===== src/rtl/instr_adder_meter.sv =====
// Measurement controller for an instrumented adder: drives operands, closes the ring or toggles one
// operand bit, and counts synchronised chain edges. Optional sum check: INSTR_ADDER_SUM_CHECK_EN.
module instr_adder_meter #(
  parameter int WIDTH       = 32,
  parameter int CNT_W       = 32,
  parameter int WIN_W       = 16,
  parameter int SYNC_STAGES = 2
) (
  input  logic                     wb_clk_i,
  input  logic                     wb_rst_i,
  input  logic                     start,
  input  logic                     mode,
  input  logic [$clog2(WIDTH)-1:0] bit_sel,
  input  logic [WIN_W-1:0]         window,
  input  logic [WIDTH-1:0]         a_in,
  input  logic [WIDTH-1:0]         b_in,
  input  logic                     chain_out,
  input  logic [WIDTH-1:0]         s_in,
  output logic [WIDTH-1:0]         a_input,
  output logic [WIDTH-1:0]         b_input,
  output logic [WIDTH-1:0]         ring_sel,
  output logic [WIDTH-1:0]         ext_sel,
  output logic                     busy,
  output logic                     done,
  output logic [CNT_W-1:0]         count,
  output logic                     overflow,
  output logic                     sum_err
);

  localparam int SEL_W = $clog2(WIDTH);
  localparam int PH_W  = $clog2(SYNC_STAGES + 2);

  typedef enum logic [2:0] {
    IDLE,
    LOAD,
    SETTLE,
    RUN,
    DRAIN,
`ifdef INSTR_ADDER_SUM_CHECK_EN
    CHECK,
`endif
    DONE
  } state_t;

  state_t                 state_q;
  logic [WIDTH-1:0]       aReg_q;
  logic [WIDTH-1:0]       bReg_q;
  logic [WIDTH-1:0]       aDrive_q;
  logic [WIDTH-1:0]       ringSel_q;
  logic [WIDTH-1:0]       extSel_q;
  logic                   mode_q;
  logic [SEL_W-1:0]       sel_q;
  logic [WIN_W-1:0]       winCnt_q;
  logic [PH_W-1:0]        phase_q;
  logic [CNT_W-1:0]       count_q;
  logic                   overflow_q;
  logic [SYNC_STAGES-1:0] sync_q;
  logic                   prevSync_q;

  logic [SEL_W-1:0]       selClamp_d;
  logic [WIDTH-1:0]       selOneHot_d;
  logic                   rise_d;
  logic                   runEnd_d;

  // Out-of-range bit selects fall back to the operand MSB.
  assign selClamp_d  = ({1'b0, bit_sel} >= (SEL_W + 1)'(WIDTH)) ? SEL_W'(WIDTH - 1) : bit_sel;
  assign selOneHot_d = WIDTH'(1) << selClamp_d;
  assign rise_d      = sync_q[SYNC_STAGES-1] & ~prevSync_q;
  assign runEnd_d    = ((state_q == SETTLE) && (phase_q == PH_W'(SYNC_STAGES)) && (winCnt_q == '0)) ||
                       ((state_q == RUN) && (winCnt_q == WIN_W'(1)));

`ifdef INSTR_ADDER_SUM_CHECK_EN
  logic             sumErr_q;
  logic [WIDTH-1:0] expSum_d;
  assign expSum_d = aReg_q + bReg_q;
  assign sum_err  = sumErr_q;
`else
  logic unusedSum;
  assign unusedSum = ^s_in;
  assign sum_err   = 1'b0;
`endif

  always_ff @(posedge wb_clk_i or posedge wb_rst_i) begin
    if (wb_rst_i) begin
      state_q    <= IDLE;
      aReg_q     <= '0;
      bReg_q     <= '0;
      aDrive_q   <= '0;
      ringSel_q  <= '0;
      extSel_q   <= '0;
      mode_q     <= 1'b0;
      sel_q      <= '0;
      winCnt_q   <= '0;
      phase_q    <= '0;
      count_q    <= '0;
      overflow_q <= 1'b0;
      sync_q     <= '0;
      prevSync_q <= 1'b0;
`ifdef INSTR_ADDER_SUM_CHECK_EN
      sumErr_q   <= 1'b0;
`endif
    end else begin
      sync_q     <= {sync_q[SYNC_STAGES-2:0], chain_out};
      prevSync_q <= sync_q[SYNC_STAGES-1];

      case (state_q)
        IDLE: begin
          if (start) state_q <= LOAD;
        end
        LOAD: begin
          aReg_q     <= a_in;
          bReg_q     <= b_in;
          aDrive_q   <= a_in;
          mode_q     <= mode;
          sel_q      <= selClamp_d;
          count_q    <= '0;
          overflow_q <= 1'b0;
`ifdef INSTR_ADDER_SUM_CHECK_EN
          sumErr_q   <= 1'b0;
`endif
          winCnt_q   <= window;
          phase_q    <= '0;
          ringSel_q  <= mode ? '0 : selOneHot_d;
          extSel_q   <= mode ? selOneHot_d : '0;
          state_q    <= SETTLE;
        end
        SETTLE: begin
          if (mode_q) aDrive_q[sel_q] <= ~aDrive_q[sel_q];
          if (phase_q == PH_W'(SYNC_STAGES)) begin
            phase_q <= '0;
            state_q <= (winCnt_q == '0) ? DRAIN : RUN;
          end else begin
            phase_q <= phase_q + PH_W'(1);
          end
        end
        RUN: begin
          if (mode_q) aDrive_q[sel_q] <= ~aDrive_q[sel_q];
          if (rise_d) begin
            if (&count_q) overflow_q <= 1'b1;
            else          count_q    <= count_q + CNT_W'(1);
          end
          winCnt_q <= winCnt_q - WIN_W'(1);
          if (winCnt_q == WIN_W'(1)) state_q <= DRAIN;
        end
        DRAIN: begin
          if (phase_q == PH_W'(SYNC_STAGES - 1)) begin
            phase_q <= '0;
`ifdef INSTR_ADDER_SUM_CHECK_EN
            state_q <= CHECK;
`else
            state_q <= DONE;
`endif
          end else begin
            phase_q <= phase_q + PH_W'(1);
          end
        end
`ifdef INSTR_ADDER_SUM_CHECK_EN
        CHECK: begin
          if (phase_q == PH_W'(1)) begin
            sumErr_q <= (s_in != expSum_d);
            state_q  <= DONE;
          end else begin
            phase_q <= phase_q + PH_W'(1);
          end
        end
`endif
        DONE: begin
          state_q <= IDLE;
        end
        default: state_q <= IDLE;
      endcase

      // Leaving the measurement window releases the AUT and parks operand a on its loaded value.
      if (runEnd_d) begin
        ringSel_q <= '0;
        extSel_q  <= '0;
        aDrive_q  <= aReg_q;
      end
    end
  end

  assign a_input  = aDrive_q;
  assign b_input  = bReg_q;
  assign ring_sel = ringSel_q;
  assign ext_sel  = extSel_q;
  assign busy     = (state_q != IDLE);
  assign done     = (state_q == DONE);
  assign count    = count_q;
  assign overflow = overflow_q;

endmodule


===== config.mk =====
export PLATFORM = sky130hd
export DESIGN_NAME = instr_adder_meter
export DESIGN_NICKNAME = d
export VERILOG_FILES = /design/src/rtl/instr_adder_meter.sv
export SDC_FILE = /design/constraint.sdc
export NUM_CORES = 1
export LEC_CHECK = 0
export BUFFER_PORTS_ARGS = -buffer_cell sky130_fd_sc_hd__buf_4
export CAP_MARGIN = 20
export CELL_PAD_IN_SITES_DETAIL_PLACEMENT = 0
export CELL_PAD_IN_SITES_GLOBAL_PLACEMENT = 1
export CORE_AREA = 2 2 213 215
export CTS_CLUSTER_DIAMETER = 120
export DETAILED_ROUTE_END_ITERATION = 10
export DIE_AREA = 0 0 215 217
export PLACE_DENSITY = 0.55
export SLEW_MARGIN = 5
export SYNTH_ARGS = -nofsm -noshare
export SYNTH_HDL_FRONTEND = slang
export SYNTH_SLANG_ARGS = --single-unit

===== constraint.sdc =====
create_clock -name wb_clk_i -period 9.3 [get_ports wb_clk_i]
set_input_delay 0.465 -clock wb_clk_i [delete_from_list [all_inputs] [get_ports wb_clk_i]]
set_output_delay 0.465 -clock wb_clk_i [all_outputs]
set_load 0.005 [all_outputs]

==> impl_metrics.env <==
export IMPL_r2r_start="winCnt_q[0]"
export IMPL_avgSynthCellArea_sq_um=8.99
export IMPL_num_vias=9869
export IMPL_critPathCaptureType="flop"
export IMPL_firstDrtPassIters=5
export IMPL_die_x_um=215
export IMPL_nFillCells=4800
export IMPL_synth_edf_count=0
export IMPL_critical_path_class="flop to flop"
export IMPL_synth_most_common_cell="nand2_1"
export IMPL_clock_latency_ps=580
export IMPL_cp_start_kind="flop"
export IMPL_drc=0
export IMPL_power_internal_w=0.00187
export IMPL_wl_per_cell_um=19.0
export IMPL_crit_required_ps=9750
export IMPL_crit_path_start="winCnt_q[0]"
export IMPL_numCtsBuffers=28
export IMPL_place_worst_setup_slack_ps=5760
export IMPL_pwr_share_seq=0.444
export IMPL_gp_congestion=0.780
export IMPL_post_route_util=0.323
export IMPL_power_density_nw_per_um2=178
export IMPL_worstMarginPinSlew_ps=1050
export IMPL_layout_min_cycle_time_ps=3510
export IMPL_rsz0062_at_grt="false"
export IMPL_p_total_w=0.00257
export IMPL_postCtsHoldBufs=1
export IMPL_p_switching_w=0.000697
export IMPL_crit_chain="inv_1, ha_1, nor4bb_1, o2111ai_1, or2_2, buf_4, mux2_1, a211oi_1, o32ai_2"
export IMPL_synth_seq_cells=223
export IMPL_synth_warning_count=0
export IMPL_postRouteAntennaNets=0
export IMPL_multiInputGateArea_sq_um=5090
export IMPL_cp_slowest_stage_delay_ps=650
export IMPL_synth_area_top_cells="dfrtp_1 (51%), nand2_1 (10%), a21oi_1 (4.4%)"
export IMPL_clock_path_buffers=3
export IMPL_fin_skew_ps=21.1
export IMPL_dieArea_sq_um=46700
export IMPL_vdd_drop_max_uv=122
export IMPL_cts_resized=0
export IMPL_synth_async_reset_ratio=1.00
export IMPL_drive_above_1_share=0.238
export IMPL_clk_pin_slew_ps=60
export IMPL_dr_first_iter_drc_count=639
export IMPL_yosysSeqAreaShare=0.507
export IMPL_grt_usage=0.164
export IMPL_p_comb_frac=0.120
export IMPL_grt_max_degree=95
export IMPL_root_buffer="clkbuf_16"
export IMPL_fin_setup_tns_ps=0
export IMPL_maxSlewViolCount=0
export IMPL_grt_ovfl_total=0
export IMPL_slew_limit_headroom=0.295
export IMPL_status="finished, final reports clean"
export IMPL_critPathMaxFanout=54
export IMPL_synth_distinct_cells=73
export IMPL_io_pins=286
export IMPL_syn_to_final_growth_pct=31.4
export IMPL_die_h_um=217
export IMPL_synth_top_area_frac=0.507
export IMPL_routed_via_density=4.78
export IMPL_dp_hpwl_um=26400
export IMPL_grt_pass1_vias=9685
export IMPL_critical_path_slowest_cell="or2_2"
export IMPL_seq_area_sq_um=5580
export IMPL_setup_viol=0
export IMPL_finalWorstSetupSlack_ps=5790
export IMPL_rows=78
export IMPL_numPortBuffers=252
export IMPL_p_leak_nw=6.72
export IMPL_placeableCoreArea_sq_um=44700
export IMPL_cts_num_sinks=223
export IMPL_cap_viol_max_count=0
export IMPL_yosys_area_top_type="dfrtp_1"
export IMPL_drt_wl_total_um=39200
export IMPL_htreeDepth=1
export IMPL_synth_common_cells="nand2_1 (296), dfrtp_1 (223), a21oi_1 (96)"
export IMPL_synth_cells=1224
export IMPL_cts_setup_buffers=0
export IMPL_clkPwrFrac=0.436
export IMPL_cts_tree="done"
export IMPL_holdWs_ps=12.6
export IMPL_worstPathArrival_ps=3950
export IMPL_final_nets=1571
export IMPL_hold_viol=0
export IMPL_syn_num_nets=1349
export IMPL_initial_core_util=0.246
export IMPL_period_share=0.377
export IMPL_hold_path_class="input pin to async pin"
export IMPL_fmax_mhz=285
export IMPL_ys_flop_type="dfrtp_1"
export IMPL_grt_pass1_wl_um=60100
export IMPL_synth_area_sq_um=11000
export IMPL_antenna_found_initial=1
export IMPL_p_sw_frac=0.271
## routing by layer
| metal | part of all wire | track usage |
|---|---|---|
| met4 | 0.020 | 0.0439 |
| met5 | 0 | 0 |
| met3 | 0.039 | 0.0198 |
| met2 | 0.47 | 0.265 |
| met1 | 0.47 | 0.233 |
## power by group through the flow
stage                     clock (W)  combinational (W)  sequential (W)
after global routing        0.00120           0.000347         0.00115
after detailed placement          0           0.000314         0.00116
final                       0.00112           0.000308         0.00114
after global placement            0           0.000311         0.00116
after floorplan                   0           0.000162         0.00113
after CTS                   0.00116           0.000316         0.00114
## final timing paths
check / endpoint / slack, ps / depth (start not counted)
hold / removal: winCnt_q[13] / 10 / 2
min in group wb_clk_i: b_input[11] / 80 / 3
setup / recovery: a_input[19] / 5790 / 9
hold reg to reg: sync_q[1] / 360 / 0
max in group asynchronous: ring_sel[30] / 7050 / 4
setup reg to reg: a_input[19] / 5790 / 9
## stage by stage
stage / area [sq um] / instances
2_1_floorplan: 11000 / 1224
3_3_place_gp: 13500 / 2015
3_5_place_dp: 13500 / 2015
4_1_cts: 14500 / 2065
5_1_grt: 14500 / 2066
6_report: 14500 / 2066
## final cells by class
| cell class | count | share of cell area |
|---|---|---|
| repair buffers | 270 | 0.140 |
| multi-input cells | 910 | 0.352 |
| flip-flops and latches | 223 | 0.386 |
| well taps | 600 | 0.0519 |
| clock inverters | 6 | 0.00554 |
| inverters | 13 | 0.00389 |
| diodes | 1 | 0.000173 |
| clock buffers | 43 | 0.0600 |
## cells in the final DEF, fill, tap and decap left out, drive strengths merged, types with 6 or more instances in the layout
cell type and count:
nand3 25, nand2b 11, nor2b 8, or2 11, clkinv 6, nor4 13, nor3 27, buf 269
clkbuf 43, a22o 47, nor2 84, a21o 21, o22ai 25, o21a 18, mux2i 6, or3 16
o21ai 67, nand4 13, xnor2 17, dfrtp 223, nand2 296, a2bb2oi 16, inv 12, a21oi 96
## kinds of logic after synthesis
| group | share of synthesized area |
|---|---|
| compound gates | 0.203 |
| xor+xnor | 0.0159 |
| fa+ha+maj | 0.00341 |
| buf+inv | 0.0332 |
| flops | 0.507 |
| mux | 0.0167 |
| other cells | 0.000341 |
| simple gates | 0.220 |
## critical path: cells and delay by family (launching register included)
family | cells | cell delay [ps]
muxes | 1 | 370
and+or+nand+nor | 2 | 820
AOI/OAI and AO/OA | 3 | 780
adders and majority gates | 1 | 300
buffers and inverters | 2 | 670
DFF | 1 | 400
## state kept, by name (all words and copies together) (netlist names)
name,flops
b_input,32
sync_q,2
mode_q,1
count,32
prevSync_q,1
sel_q,5
ext_sel,32
overflow,1
a_input,32
aReg_q,32
ring_sel,32
phase_q,2
state_q,3
winCnt_q,16
No activity file was read; power rests on OpenSTA's default activity.
